**config.mk**
```make
export PLATFORM = sky130hd
export DESIGN_NAME = mem_arbiter
export DESIGN_NICKNAME = d
export VERILOG_FILES = /design/src/rtl/mem_arb_pkg.sv /design/src/rtl/rr_arb2.sv /design/src/rtl/mem_arbiter.sv
export SDC_FILE = /design/constraint.sdc
export NUM_CORES = 1
export LEC_CHECK = 0
export BUFFER_PORTS_ARGS = -buffer_cell sky130_fd_sc_hd__buf_2
export CORE_UTILIZATION = 40
export DETAILED_ROUTE_END_ITERATION = 8
export GPL_TIMING_DRIVEN = 0
export PLACE_DENSITY_LB_ADDON = 0.05
export SETUP_SLACK_MARGIN = 0.1
export SYNTH_ARGS = -nofsm -noshare
export SYNTH_HDL_FRONTEND = slang
export SYNTH_SLANG_ARGS = --single-unit
```
**constraint.sdc**
```tcl
create_clock -name clk -period 2.28 [get_ports clk]
set_input_delay 0.114 -clock clk [delete_from_list [all_inputs] [get_ports clk]]
set_output_delay 0.114 -clock clk [all_outputs]
set_load 0.005 [all_outputs]
```
**src/rtl/mem_arb_pkg.sv**
```systemverilog
// Shared types and constants for the unified-memory port arbiter.
package mem_arb_pkg;

    // Controller states
    typedef enum logic [2:0] {
        SYNC,
        IDLE,
        ISSUE,
        READ_WAIT,
        RESP
    } arb_state_t;

    // Requester ids: M0 = load/store unit, M1 = debug/program loader
    localparam logic M0 = 1'b0;
    localparam logic M1 = 1'b1;

endpackage

```
**src/rtl/rr_arb2.sv**
```systemverilog
// Two-way round-robin picker; the last-grant history lives in the parent.
module rr_arb2
    import mem_arb_pkg::*;
(
    input  logic [1:0] req,
    input  logic       last_gnt,
    output logic       gnt_id
);

    // A lone requester wins; on a tie the one not granted last time wins
    always_comb begin
        gnt_id = M0;
        if (req == 2'b11) begin
            gnt_id = ~last_gnt;
        end else if (req[1]) begin
            gnt_id = M1;
        end
    end

endmodule

```
**src/rtl/mem_arbiter.sv**
```systemverilog
// Shares the single data port of the unified instruction/data memory between
// the load/store unit (M0) and the debug/program loader (M1).
module mem_arbiter
    import mem_arb_pkg::*;
#(
    parameter int unsigned ADDR_W      = 10,
    parameter int unsigned MEM_WORDS   = 1024,
    parameter int unsigned TIMEOUT_CYC = 32
) (
    input  logic              clk,
    input  logic              reset,

    input  logic              m0_req,
    input  logic              m0_we,
    input  logic [ADDR_W-1:0] m0_addr,
    input  logic [31:0]       m0_wdata,
    input  logic [3:0]        m0_be,
    output logic              m0_done,
    output logic [31:0]       m0_rdata,
    output logic              m0_err,

    input  logic              m1_req,
    input  logic              m1_we,
    input  logic [ADDR_W-1:0] m1_addr,
    input  logic [31:0]       m1_wdata,
    input  logic [3:0]        m1_be,
    output logic              m1_done,
    output logic [31:0]       m1_rdata,
    output logic              m1_err,

    output logic              mem_ren,
    output logic              mem_wen,
    output logic [ADDR_W-1:0] mem_addr,
    output logic [31:0]       mem_wdata,
    output logic [3:0]        mem_be,
    input  logic [31:0]       mem_rdata,
    input  logic              mem_ready,

    output logic              busy
);

    localparam int unsigned      CNT_W    = $clog2(TIMEOUT_CYC + 1);
    localparam logic [CNT_W-1:0] CNT_LAST = CNT_W'(TIMEOUT_CYC - 1);

    arb_state_t        state;
    logic              last_gnt;
    logic              cur_id;
    logic              cur_we;
    logic              timed_out;
    logic [CNT_W-1:0]  wait_cnt;

    logic [1:0]        req_vec;
    logic              gnt_id;
    logic              sel_we;
    logic [ADDR_W-1:0] sel_addr;
    logic [31:0]       sel_wdata;
    logic [3:0]        sel_be;
    logic              sel_in_range;

    logic              rd_capture;
    logic              rd_timeout;

    logic              rsp_fire;
    logic              rsp_id;
    logic              rsp_err;
    logic [31:0]       rsp_rdata;

    assign req_vec = {m1_req, m0_req};

    rr_arb2 u_rr_arb2 (
        .req      (req_vec),
        .last_gnt (last_gnt),
        .gnt_id   (gnt_id)
    );

    // Route the winning requester's command fields and range-check its address
    always_comb begin
        if (gnt_id == M1) begin
            sel_we    = m1_we;
            sel_addr  = m1_addr;
            sel_wdata = m1_wdata;
            sel_be    = m1_be;
        end else begin
            sel_we    = m0_we;
            sel_addr  = m0_addr;
            sel_wdata = m0_wdata;
            sel_be    = m0_be;
        end
        sel_in_range = (32'(sel_addr) < 32'(MEM_WORDS));
    end

    // Read-wait exits: ready is ignored in the first wait cycle (count 0)
    always_comb begin
        rd_capture = (state == READ_WAIT) && (wait_cnt != '0) && mem_ready;
        rd_timeout = (state == READ_WAIT) && !rd_capture && (wait_cnt == CNT_LAST);
    end

    // Decode the cycle in which a completion is produced for the current owner
    always_comb begin
        rsp_fire  = 1'b0;
        rsp_id    = cur_id;
        rsp_err   = 1'b0;
        rsp_rdata = '0;
        unique case (state)
            IDLE: begin
                if ((req_vec != 2'b00) && !sel_in_range) begin
                    rsp_fire = 1'b1;
                    rsp_id   = gnt_id;
                    rsp_err  = 1'b1;
                end
            end
            ISSUE: begin
                if (cur_we) begin
                    rsp_fire = 1'b1;
                end
            end
            READ_WAIT: begin
                if (rd_capture) begin
                    rsp_fire  = 1'b1;
                    rsp_rdata = mem_rdata;
                end else if (rd_timeout) begin
                    rsp_fire = 1'b1;
                    rsp_err  = 1'b1;
                end
            end
            default: ;
        endcase
    end

    // Control FSM: arbitration, one-cycle memory strobes, read timeout
    always_ff @(posedge clk or negedge reset) begin
        if (!reset) begin
            state     <= SYNC;
            last_gnt  <= M1;
            cur_id    <= M0;
            cur_we    <= 1'b0;
            timed_out <= 1'b0;
            wait_cnt  <= '0;
            mem_ren   <= 1'b0;
            mem_wen   <= 1'b0;
            mem_addr  <= '0;
            mem_wdata <= '0;
            mem_be    <= '0;
            busy      <= 1'b0;
        end else begin
            mem_ren <= 1'b0;
            mem_wen <= 1'b0;
            unique case (state)
                SYNC: begin
                    if (mem_ready) begin
                        state <= IDLE;
                        busy  <= 1'b0;
                    end else begin
                        busy  <= 1'b1;
                    end
                end
                IDLE: begin
                    if (req_vec != 2'b00) begin
                        cur_id   <= gnt_id;
                        cur_we   <= sel_we;
                        last_gnt <= gnt_id;
                        busy     <= 1'b1;
                        if (sel_in_range) begin
                            mem_ren   <= ~sel_we;
                            mem_wen   <= sel_we;
                            mem_addr  <= sel_addr;
                            mem_wdata <= sel_wdata;
                            mem_be    <= sel_be;
                            state     <= ISSUE;
                        end else begin
                            state <= RESP;
                        end
                    end
                end
                ISSUE: begin
                    wait_cnt <= '0;
                    state    <= cur_we ? RESP : READ_WAIT;
                end
                READ_WAIT: begin
                    if (rd_capture) begin
                        wait_cnt <= '0;
                        state    <= RESP;
                    end else if (rd_timeout) begin
                        wait_cnt  <= '0;
                        timed_out <= 1'b1;
                        state     <= RESP;
                    end else begin
                        wait_cnt <= wait_cnt + 1'b1;
                    end
                end
                RESP: begin
                    if (timed_out) begin
                        timed_out <= 1'b0;
                        state     <= SYNC;
                    end else begin
                        busy  <= 1'b0;
                        state <= IDLE;
                    end
                end
                default: begin
                    state <= SYNC;
                    busy  <= 1'b1;
                end
            endcase
        end
    end

    // Requester-side completion registers; data and error hold until the next done
    always_ff @(posedge clk or negedge reset) begin
        if (!reset) begin
            m0_done  <= 1'b0;
            m0_rdata <= '0;
            m0_err   <= 1'b0;
            m1_done  <= 1'b0;
            m1_rdata <= '0;
            m1_err   <= 1'b0;
        end else begin
            m0_done <= rsp_fire && (rsp_id == M0);
            m1_done <= rsp_fire && (rsp_id == M1);
            if (rsp_fire && (rsp_id == M0)) begin
                m0_rdata <= rsp_rdata;
                m0_err   <= rsp_err;
            end
            if (rsp_fire && (rsp_id == M1)) begin
                m1_rdata <= rsp_rdata;
                m1_err   <= rsp_err;
            end
        end
    end

endmodule

```
# Yosys cells after proc, flatten, opt, wreduce, memory -nomap -nowiden
# Index checks and enable logic that the tools add are counted.
# word_totals
ff_bits	130
latch_bits	0
mem_bits_rw	0
mem_bits_ro	0
in_bits	131
word_cells	87
n_memories	0
# op_classes
n_addsub	1
n_mul	0
div	0
n_lt_le_gt_ge	0
eq_ne	12
shifts	0
muxes	35
bitwise_logic	4
reduce_logical	17
# ops
cell	count
32-bit 2-to-1 mux	3
1-bit 2-to-1 mux	18
3-bit 2-to-1 mux	5
3-bit one-hot mux with 5 select lines	1
6-bit 2-to-1 mux	2
6-bit one-hot mux with 2 select lines	1
10-bit 2-to-1 mux	1
2-bit inequality test, second input constant	5
3-bit AND reduction	3
6-bit by 1-bit adder with 6-bit output, second input constant	1
3-bit by 2-bit == test with 1-bit output, second input constant	2
6-bit by 5-bit == test with 1-bit output, second input constant	1
1-bit logical AND	6
2-bit nonzero test	3
6-bit nonzero test	1
4-bit 2-to-1 mux	1
1-bit NOT	4
1-bit one-hot mux with 2 select lines	2
1-bit one-hot mux with 4 select lines	1
3-bit by 1-bit == test with 1-bit output, second input constant	1
3-bit == test, second input constant	1
3-bit zero test	1
3-bit inequality test, second input constant	1
2-bit == test, second input constant	1
other kinds (3)	3

# Longest topological paths before layout
# Gate-level depths: netlist of run 1.
# depth
ltp_word	10
mapped_depth	8

# Hierarchy
# A second synthesis of run 1 with hierarchy kept.
# hier_totals
cells_unflattened	460
area_unflattened_um2	5494.0
# modules_own_cells
module	instances	cells_per_inst	area_per_inst_um2	seq_area_each_um2
mem_arbiter	1	459	5482.8	3254.4
rr_arb2	1	1	11.3	0.0

# Worst setup path before layout of run 1
# No wires, ideal clock.
# synth_path
path_kind	reg-to-reg
start	reg wait_cnt[0]
end	reg m0_rdata[10]
setup_ns	0.066
arrival_time_ns	1.941
required_ns	2.214
path_slack_ns	0.273
stages_incl_launch_ff	9
n_path_buf	2
synth_period_minus_slack_ns	2.007
cell_sequence	dfrtp_1 > inv_1 > ha_1 > or3b_4 > o32a_1 > buf_6 > o211ai_4 > buf_6 > a32o_2
# synth_via
elab_chain_cells	10
# synth_lines
element	line_no	rtl
start, declared	mem_arbiter.sv:50	logic [CNT_W-1:0] wait_cnt;
start signal, assigned	mem_arbiter.sv:188	wait_cnt <= wait_cnt + 1'b1;
6-bit nonzero test	mem_arbiter.sv:94	rd_capture = (state == READ_WAIT) && (wait_cnt != '0) && mem_ready;
1-bit logical AND (2 in series)	mem_arbiter.sv:94	
1-bit zero test	mem_arbiter.sv:95	rd_timeout = (state == READ_WAIT) && !rd_capture && (wait_cnt == CNT_LAST);
1-bit logical AND (2 in series)	mem_arbiter.sv:95	
1-bit 2-to-1 mux	mem_arbiter.sv:121	end else if (rd_timeout) begin
1-bit 2-to-1 mux	mem_arbiter.sv:118	if (rd_capture) begin
1-bit one-hot mux with 2 select lines	mem_arbiter.sv:104	unique case (state)
1-bit logical AND	mem_arbiter.sv:220	if (rsp_fire && (rsp_id == M0)) begin
end signal, assigned	mem_arbiter.sv:221	m0_rdata <= rsp_rdata;
end, declared	mem_arbiter.sv:19	output logic [31:0] m0_rdata,
# Several ways; a longest one is shown, not always the timed one.
# A chain may end at the register's enable or synchronous reset.

# Worst setup path in the final report of run 1
# layout_path
start	reg wait_cnt[1]
end	reg m1_rdata[12]
# layout_via
elab_chain_cells	10
# layout_lines
element	line_no	rtl
6-bit nonzero test	mem_arbiter.sv:94	
1-bit logical AND (2 in series)	mem_arbiter.sv:94	
1-bit zero test	mem_arbiter.sv:95	
1-bit logical AND (2 in series)	mem_arbiter.sv:95	
1-bit 2-to-1 mux	mem_arbiter.sv:121	
1-bit 2-to-1 mux	mem_arbiter.sv:118	
1-bit one-hot mux with 2 select lines	mem_arbiter.sv:104	
1-bit logical AND	mem_arbiter.sv:224	if (rsp_fire && (rsp_id == M1)) begin
end signal, assigned	mem_arbiter.sv:225	m1_rdata <= rsp_rdata;
end, declared	mem_arbiter.sv:28	output logic [31:0] m1_rdata,
# Several ways; a longest one is shown, not always the timed one.

==> results.md, run 1 <==
- Data required time of the critical path: 2620 ps
- Fin nets: between 900 and 1000
- Layout area overhead: 51.8%
- Final Hold Vio Count: 0
- Worst min path class: input pin to flip-flop
- Final GP Congestion: 0.787
- Slew @ Worst Pin: 687 ps
- First-pass GRT wire length: between 20 and 30 mm
- Storage element area: 3250 µm²
- TritonCTS clock tree: yes
- Initial antenna violation count: 0
- Die Y: around 120 µm
- Commonest cells after routing, fill and taps aside: buf_2, dfrtp_1, a32o_2
- Setup crit start kind: flip-flop
- Fin crit share: around 90%
- Initial detailed-routing violation count: about 370
- Largest net degree at the start of global routing: 81
- Worst vdd ir: approximately 0.57 mV
- Multi-input gate area: 2080 µm²
- Gr ovfl total: 0
- Vias in the first global route: a little over 5000
- Worst hold stages: 3
- RSZ-0062 raised after global routing: false
- Sequential area share after synthesis: 58.5%
- Final setup fails: 0
- FF-to-FF Start: wait_cnt[1]$_DFFE_PN0N_
- Asr flop ratio synth: 100%
- Total Routing Usage GR: 23.5%
- First-pass DRT Iterations: 4
- DRC viols: 0
- Synthesized instance count: 453
- End of the worst register-to-register path: m1_rdata[12]$_DFFE_PN0P_
- # Max-Cap Violations: 0
- Ant. Diodes: 0
- Max FO, Critical Path: 6
- Initial Util: 41.5%
- Final Cell Area: ~8400 µm²
- WS Path Type: flip-flop to flip-flop
- YS warnings: 0
- Reg2reg path depth: 9
- Clock Latency Late Sink: 410 ps
- Final Skew: around 5.5 ps
- WL per Instance: around 17 µm
- Hold endpoint: mem_wdata[15]$_DFFE_PN0P_
- Unique masters post-synth: 40
- Post-synthesis cell area: ~5600 µm²
- Die extent in x: ~120 µm
- Final design utilization: a little over three fifths
- Antenna-violating nets left: 0
- Commonest non-fill, non-tap cell in the layout: buf_2
- Via/cell ratio: between 5 and 6
- Root Driver: clkbuf_16
- Placed inst area: 7050 µm²
- Die area: around 14000 µm²
- Max-slew headroom: between 50% and 60%
- Ys flop type: dfrtp_1
- Average cell area after synthesis: around 12 µm²
- Mapped Nets: approximately 600
- Power per cell area: ~1300 nW/µm²
- # rows: 42
- Clock-pin slew on the worst setup and hold paths: roughly 50 ps
- Number of flops mapped to enable cells by yosys: 0
- Leak: 4.52 nW
- Post-DP HPWL: between 10 and 15 mm
- # clock sinks: 130
- Layout cells sized above 1: 48.7%
- CP endpoint kind: flip-flop
- WP data arrival: roughly 2500 ps
- PortBufs: 247
- Fin crit period: 2110 ps
- Routed wire length: between 15 and 20 mm
- Register-to-register setup slack: roughly 170 ps
- HP Start: m0_wdata[15]
- Largest buffer count on any clock path: 2
- Core outline area: between 10000 and 15000 µm²
- Io pins: 248
- Filler instances: 1088
- H-Tree Level Count: 4
- Via count: roughly 5000
- Run status: finished clean
- Cts bufs inserted: 17
- Synthesized flop and latch total: between 100 and 150
- Final Max Slew Viols: 0
- FMAX: 474 MHz
## worst max-delay path by stage
stage,from,endpoint,slack [ps],depth (start not counted)
4_1_cts,wait_cnt[1]$_DFFE_PN0N_,m1_rdata[10]$_DFFE_PN0P_,100,9
6_report,wait_cnt[1]$_DFFE_PN0N_,m1_rdata[12]$_DFFE_PN0P_,170,9
3_5_place_dp,wait_cnt[0]$_DFFE_PN0N_,m1_rdata[26]$_DFFE_PN0P_,-50,7
5_1_grt,wait_cnt[1]$_DFFE_PN0N_,m1_rdata[21]$_DFFE_PN0P_,100,8
2_1_floorplan,wait_cnt[0]$_DFFE_PN0N_,m0_rdata[10]$_DFFE_PN0P_,270,8
3_3_place_gp,reset,mem_wdata[2]$_DFFE_PN0P_,-590,1
## timing repair
action                                  CTS  global route
buffers inserted                          4             5
hold buffers                             60             0
endpoints found under the setup margin   60           110
gates resized for setup                   2            26
pin swaps                                 2             3
endpoints found under the hold margin   130             0
gates cloned                              0             4
## report_power, final
part / leakage [nW] / internal (mW) / switching (mW) / total (mW)
Clock: 0.271 / 1.55 / 0.918 / 2.47
Sequential: 1.62 / 3.31 / 0.552 / 3.86
Combinational: 2.63 / 2.24 / 2.11 / 4.36
Total: 4.52 / 7.10 / 3.58 / 10.7
## cell families after synthesis
kind of cell               count (synthesis)  synth area share (%)
DFF                                      130                  58.5
and+or+nand+nor                           85                  6.84
AOI/OAI and AO/OA                        140                  21.2
adders and majority gates                  2                 0.450
muxes                                     47                  8.46
buffers and inverters                     49                  4.48
## stage by stage
stage	setup TNS [ps]	power, mW	instances	hold WS [ps]	worst slack (ps)
final	0	10.7	979	12.5	169
after global routing	0	11.4	979	12.9	97.3
after detailed placement	-774	7.84	877	83.9	-49.4
after global placement	-75540	7.73	876	307	-594
after floorplan	0	6.14	453	-182	273
after CTS	0	10.5	970	1.09	105
## Yosys cell counts (6+ instances only)
master	count	area (µm²)
a32o_2	64	721
nor3_1	7	35.0
nor2_1	54	203
inv_1	6	22.5
a21oi_1	52	260
buf_2	10	50.1
dfrtp_1	129	3230
o21ai_0	6	30.0
clkbuf_1	24	90.1
nand2_1	6	22.5
mux2i_1	47	470
buf_6	7	78.8
## worst max-delay path, cell delays in order (launching register included)
cell and delay, ps:
dfrtp_1 390, inv_1 80, ha_1 130, or3b_4 380, o32a_1 300, buf_6 140
o211ai_4 180, buf_12 170, clkbuf_16 150, a32o_2 110
## sequential cells by signal (all words and copies together) (netlist names), 3 cells and up
signal     cells
state          3
mem_be         4
m1_rdata      32
mem_wdata     32
m0_rdata      32
wait_cnt       6
mem_addr      10
## per-layer routing
layer  GRT usage (%)  routed length, µm
met5               0                  0
met3            5.99               1010
met1            28.5               7030
met4            8.13                143
met2            40.4               8280
## area by class of cell
type	instances	area share, %
multi-input combinational	274	24.6
buffer	41	3.00
timing repair buffer	321	24.5
tap	176	2.61
clock inverter	7	0.712
sequential	130	38.6
inverter	8	0.356
clock buffer	22	5.62
(Power assumes the default switching activity.)
==> run 2: changes to the inputs <==
- BUFFER_PORTS_ARGS: -buffer_cell sky130_fd_sc_hd__buf_2 -> unset
- DONT_BUFFER_PORTS: unset -> 1
==> results.md, run 2 (synthesis results as in run 1) <==
- Antenna-violating nets left: 0 (unchanged)
- Fin crit share: 91.8% (was 92.6%)
- Largest regs: m0_rdata x32, m1_rdata x32, mem_wdata x32 (unchanged)
- Family with the most delay on the worst path: compound AO/OA/AOI/OAI gates (unchanged)
- Setup crit start kind: flip-flop (unchanged)
- Final Cell Area: 7840 µm² (was 8440 µm²)
- Multi-input gate area: 2080 µm² (about the same)
- Placed cell count: 629 (was 877)
- Power per cell area: 1280 nW/µm² (was 1270 nW/µm²)
- DRC viols: 0 (unchanged)
- Leak: 3.73 nW (was 4.52 nW)
- PortBufs: 0 (was 247)
- Clock-pin slew on the worst setup and hold paths: 60 ps (was 50 ps)
- Io pins: 248 (unchanged)
- Vias in the first global route: 4781 (was 5144)
- Ant. Diodes: 0 (unchanged)
- Max-slew headroom: 52.2% (was 54.2%)
- Initial detailed-routing violation count: 258 (was 367)
- Reg2reg path depth: 9 (unchanged)
- WP data arrival: 2450 ps (was 2460 ps)
- Via count: 4495 (was 4982)
- Die extent in x: 120 µm (unchanged)
- # clock sinks: 130 (unchanged)
- Final Max Slew Viols: 0 (unchanged)
- Die Y: 120 µm (unchanged)
- Die area: 14400 µm² (unchanged)
- Storage element area: 3250 µm² (unchanged)
- Final GP Congestion: 0.793 (was 0.787)
- Non-Filler Instances: 804 (was 979)
- Layout cells sized above 1: 23.7% (was 48.7%)
- Gr ovfl total: 0 (unchanged)
- WS Path Type: flip-flop to flip-flop (unchanged)
- CP endpoint kind: flip-flop (unchanged)
- CP max stage cell: dfrtp_1 (unchanged)
- Largest buffer count on any clock path: 2 (unchanged)
- First-pass DRT Iterations: 4 (unchanged)
- Largest net degree at the start of global routing: 131 (was 81)
- Final Skew: 9.28 ps (was 5.47 ps)
- TritonCTS clock tree: yes (unchanged)
- Layout area overhead: 41.1% (was 51.8%)
- Fin Hold WS: -608 ps (was 12.5 ps)
- CP dominant cell by count: buf_6
- Fin crit period: 2090 ps (was 2110 ps)
- Initial Util: 41.5% (unchanged)
- RSZ-0062 raised after global routing: false (unchanged)
- Root Driver: clkbuf_16 (unchanged)
- # Max-Cap Violations: 0 (unchanged)
- Worst vdd ir: 0.529 mV (was 0.567 mV)
- Data required time of the critical path: 2630 ps (was 2620 ps)
- Final setup fails: 0 (unchanged)
- H-Tree Level Count: 4 (unchanged)
- Crit-path max cell delay: 380 ps (was 390 ps)
- Run status: finished, violations left (was finished clean)
- FF-to-FF Start: wait_cnt[1]$_DFFE_PN0N_ (unchanged)
- CTS Hold Bufs: 129 (was 60)
- Critical path cell sequence: inv_1 > ha_1 > or3b_4 > o32a_1 > buf_6 > o211ai_4 > buf_6 > buf_6 > a32o_2 (was inv_1 > ha_1 > or3b_4 > o32a_1 > buf_6 > o211ai_4 > buf_12 > clkbuf_16 > a32o_2)
- Core outline area: 13400 µm² (unchanged)
- Register-to-register setup slack: 190 ps (was 170 ps)
- Worst min path class: input pin to async pin (was input pin to flip-flop)
- Routed wire length: 16.5 mm (about the same)
- Fin nets: 748 (was 926)
- Slew @ Worst Pin: 717 ps (was 687 ps)
- Post-DP HPWL: 10.4 mm (was 11.3 mm)
- Via/cell ratio: 5.59 (was 5.09)
- Final design utilization: 58.5% (was 63.0%)
- Placed inst area: 5780 µm² (was 7050 µm²)
- FMAX: 478 MHz (was 474 MHz)
- End of the worst register-to-register path: m0_rdata[29]$_DFFE_PN0P_ (was m1_rdata[12]$_DFFE_PN0P_)
- Worst path bufs/invs: 4 (unchanged)
- # rows: 42 (unchanged)
- Final Hold Vio Count: 130 (was 0)
- Filler instances: 1070 (was 1088)
- WL per Instance: 20.5 µm (was 16.8 µm)
- Clock Latency Late Sink: 420 ps (was 410 ps)
- Commonest cells after routing, fill and taps aside: dfrtp_1, dlygate4sd3_1, a32o_2 (was buf_2, dfrtp_1, a32o_2)
- Initial antenna violation count: 0 (unchanged)
- Cts bufs inserted: 17 (unchanged)
- First-pass GRT wire length: 25.9 mm (was 26.0 mm)
- Total Routing Usage GR: 23.7% (was 23.5%)
- Failing checks: negative hold slack
- Max FO, Critical Path: 10 (was 6)
-- run 2: changes by cell type in the layout (fill, tap and decap cells not counted), sizes merged --
cell         previous run  this run
buf                   274        36
dlygate4sd3            60       129
clkbuf                 50        43
clkinvlp                0         3
clkinv                  6         4
-- run 2: final cells by class --
class                           count  share of cell area, %
Multi-Input combinational cell    274                   26.5
Sequential cell                   130                   41.5
Inverter                            8                  0.383
Tap cell                          176                   2.81
Buffer                             41                   3.19
Timing Repair Buffer              143                   18.2
Clock inverter                      8                  0.973
Clock buffer                       24                   6.40
-- run 2: what timing repair did --
item | in CTS | in global routing
gates cloned | 1 | 0
endpoints found under the hold margin | 245 | 130
pin swaps | 2 | 3
setup endpoints to repair | 74 | 105
setup buffers | 8 | 5
gates resized for setup | 9 | 27
-- run 2: how the worst max path moves through the flow --
| stage | start | end | slack (ps) | cells past startpoint |
|---|---|---|---|---|
| floorplan | wait_cnt[0]$_DFFE_PN0N_ | m0_rdata[10]$_DFFE_PN0P_ | 270 | 8 |
| global placement | wait_cnt[0]$_DFFE_PN0N_ | m1_rdata[28]$_DFFE_PN0P_ | -80 | 7 |
| detailed placement | state[2]$_DFFE_PN0P_ | m1_rdata[26]$_DFFE_PN0P_ | -110 | 6 |
| CTS | state[2]$_DFFE_PN0P_ | m1_rdata[26]$_DFFE_PN0P_ | 100 | 6 |
| global route | wait_cnt[1]$_DFFE_PN0N_ | m0_rdata[29]$_DFFE_PN0P_ | 100 | 8 |
| finish | wait_cnt[1]$_DFFE_PN0N_ | m0_rdata[29]$_DFFE_PN0P_ | 190 | 9 |
-- run 2: worst register-to-register path, delay by kind of cell, from the launching register on --
kind                     cells  cell delay (ps)
AO/OA/AOI/OAI                3              640
adder cells (fa/ha/maj)      1              130
buffers and inverters        4              500
flip-flops                   1              380
AND/OR/NAND/NOR              1              380
-- run 2: power breakdown --
group          internal, mW  leakage, nW  switching, mW
sequential             3.31         1.62          0.872
combinational          1.64         1.83           1.60
clock                  1.64        0.278          0.979
total                  6.59         3.73           3.45
-- run 2: metrics by stage --
stage | power (mW) | TNS [ps] | setup WS (ps)
after CTS | 10.0 | 0 | 97.2
final | 10.0 | 0 | 187
after detailed placement | 6.97 | -3270 | -106
after floorplan | 6.14 | 0 | 273
after global routing | 10.7 | 0 | 95.2
after global placement | 6.87 | -1310 | -78.2
-- run 2: layer usage --
layer	part of all wire [%]	vias up	global-route usage, %
met1	39	2189	27.2
met2	49	245	39.5
li1	-	2021	-
met3	8.6	40	8.51
met4	2.8	0	10.9
met5	0	-	0
==> run 3: changes to the inputs <==
- CORE_ASPECT_RATIO: unset -> 0.7
- REMOVE_ABC_BUFFERS: unset -> 1
==> results.md, run 3 (synthesis results as in run 1) <==
- Final GP Congestion: 0.735 (was 0.793)
- DRC viols: 0 (unchanged)
- RSZ-0062 raised after global routing: true (was false)
- PortBufs: 0 (unchanged)
- Fin crit period: 2200 ps (was 2090 ps)
- Register-to-register setup slack: 80 ps (was 190 ps)
- Largest net degree at the start of global routing: 131 (unchanged)
- Final setup fails: 0 (unchanged)
- Worst vdd ir: 0.547 mV (was 0.529 mV)
- Largest buffer count on any clock path: 2 (unchanged)
- Root Driver: clkbuf_16 (unchanged)
- # clock sinks: 130 (unchanged)
- Clock Latency Late Sink: 410 ps (was 420 ps)
- Final Hold Vio Count: 130 (unchanged)
- TritonCTS clock tree: yes (unchanged)
- Routed wire length: 16.3 mm (was 16.5 mm)
- Cts bufs inserted: 17 (unchanged)
- Total Routing Usage GR: 23.1% (was 23.7%)
- Met1 wire length: 6.91 mm (was 6.46 mm)
- Data required time of the critical path: 2580 ps (was 2630 ps)
- Design Power: 10.3 mW (was 10.0 mW)
- Power per cell area: 1290 nW/µm² (was 1280 nW/µm²)
- Max FO, Critical Path: 6 (was 10)
- Commonest non-fill, non-tap cell in the layout: dfrtp_1
- Gr ovfl total: 0 (unchanged)
- Detailed route wirelength on metal3: 957 µm (was 1.42 mm)
- Top sig layer: met4 (unchanged)
- CP max stage cell: dfrtp_1 (unchanged)
- CP endpoint kind: flip-flop (unchanged)
- H-Tree Level Count: 4 (unchanged)
- Via count: 4355 (was 4495)
- Layout area overhead: 43.4% (was 41.1%)
- Fin Hold WS: -606 ps (was -608 ps)
- Initial Util: 41.6% (was 41.5%)
- Slew @ Worst Pin: 1060 ps (was 717 ps)
- Setup crit start kind: flip-flop (unchanged)
- Via/cell ratio: 5.51 (was 5.59)
- Critical path cell sequence: inv_1 > ha_2 > or3b_4 > nor3_4 > nor3_4 > buf_6 > buf_12 > clkbuf_16 > a32o_2 (was inv_1 > ha_1 > or3b_4 > o32a_1 > buf_6 > o211ai_4 > buf_6 > buf_6 > a32o_2)
- Vias in the first global route: 4547 (was 4781)
- Routed wl met2: 8.07 mm (was 8.14 mm)
- Initial detailed-routing violation count: 269 (was 258)
- Worst min path class: input pin to async pin (unchanged)
- Die extent in x: 143 µm (was 120 µm)
- TNS Setup: 0 ps (unchanged)
- First-pass DRT Iterations: 4 (unchanged)
- FMAX: 455 MHz (was 478 MHz)
- Reg2reg path depth: 9 (unchanged)
- Fin nets: 725 (was 748)
- Initial antenna violation count: 0 (unchanged)
- WS Path Type: flip-flop to flip-flop (unchanged)
- Layout cells sized above 1: 24.5% (was 23.7%)
- Clock-pin slew on the worst setup and hold paths: 60 ps (about the same)
- Fin crit share: 96.4% (was 91.8%)
- Final Max Slew Viols: 0 (unchanged)
- CP dominant cell by count: nor3_4 (was buf_6)
- # rows: 35 (was 42)
- Die Y: 101 µm (was 120 µm)
- Run status: finished, violations left (unchanged)
- Filler instances: 1081 (was 1070)
- Core outline area: 13400 µm² (about the same)
- Antenna-violating nets left: 0 (unchanged)
- End of the worst register-to-register path: m0_rdata[21]$_DFFE_PN0P_ (was m0_rdata[29]$_DFFE_PN0P_)
- Io pins: 248 (unchanged)
- FF-to-FF Start: wait_cnt[0]$_DFFE_PN0N_ (was wait_cnt[1]$_DFFE_PN0N_)
- Post-DP HPWL: 8.89 mm (was 10.4 mm)
- # Max-Cap Violations: 0 (unchanged)
- WL per Instance: 20.7 µm (was 20.5 µm)
- First-pass GRT wire length: 25.0 mm (was 25.9 mm)
- Ant. Diodes: 0 (unchanged)
- Leak: 3.73 nW (about the same)
- Final Skew: 14.9 ps (was 9.28 ps)
- Max-slew headroom: 29.2% (was 52.2%)
- Die area: 14400 µm² (about the same)
- Largest regs: m0_rdata x32, m1_rdata x32, mem_wdata x32 (unchanged)
- Commonest cells after routing, fill and taps aside: dfrtp_1, dlygate4sd3_1, a32o_2 (unchanged)
- Crit-path max cell delay: 410 ps (was 380 ps)
- WP data arrival: 2500 ps (was 2450 ps)
- Failing checks: negative hold slack (unchanged)
-- run 3: metal layers --
| layer | global-route usage [%] | up-vias |
|---|---|---|
| li1 | - | 1994 |
| met1 | 28.7 | 2178 |
| met2 | 37.3 | 149 |
| met3 | 7.13 | 34 |
| met4 | 9.68 | 0 |
| met5 | 0 | - |
-- run 3: area by class of cell --
type                    count  area, µm²  share of cell area [%]
repair buffers            159       1700                    21.4
multi-input cells         276       2170                    27.3
flip-flops and latches    130       3250                    40.8
clock inverters            14        143                    1.79
inverters                   8       30.0                   0.377
well taps                 185        231                    2.90
clock buffers              18        439                    5.51
-- run 3: power breakdown --
group	leakage [nW]	switching, mW	internal [mW]
sequential	1.62	0.950	3.31
combinational	1.83	1.60	1.73
clock	0.277	1.11	1.56
total	3.73	3.66	6.61
-- run 3: worst max path at each step --
stage	startpoint	endpoint	slack, ps	depth (start not counted)
finish	wait_cnt[0]$_DFFE_PN0N_	m0_rdata[21]$_DFFE_PN0P_	80	9
global route	wait_cnt[0]$_DFFE_PN0N_	m0_rdata[21]$_DFFE_PN0P_	-4	9
CTS	wait_cnt[1]$_DFFE_PN0N_	m0_rdata[8]$_DFFE_PN0P_	80	9
detailed placement	wait_cnt[1]$_DFFE_PN0N_	m0_err$_DFFE_PN0P_	-510	6
global placement	state[0]$_DFFE_PN0P_	cur_we$_DFFE_PN0P_	-3460	4
floorplan	state[2]$_DFFE_PN0P_	cur_we$_DFFE_PN0P_	-2190	4
-- run 3: stage by stage --
step	hold WS (ps)	util [%]	instances	area (µm²)	setup slack (ps)
after floorplan	-182	-	412	5340	-2190
after global placement	-179	41.7	597	5570	-3460
final	-606	59.7	790	7970	81.0
after detailed placement	-180	42.8	605	5720	-508
after global routing	-634	59.7	790	7970	-4.17
after CTS	-623	58.1	775	7760	82.4
-- run 3: critical path, delay by kind of cell, from the launching register on --
kind / cells / cell delay, ps
AOI/OAI and AO/OA: 1 / 260
adders and majority gates: 1 / 140
and+or+nand+nor: 3 / 780
DFF: 1 / 410
buffers and inverters: 4 / 500
-- run 3: repair_timing --
action / CTS / global route
pin swaps: 4 / 4
hold endpoints to repair: 247 / 132
setup endpoints to repair: 68 / 70
hold buffers: 128 / 1
cloned: 2 / 3
setup buffers: 8 / 11
resized for setup: 6 / 13
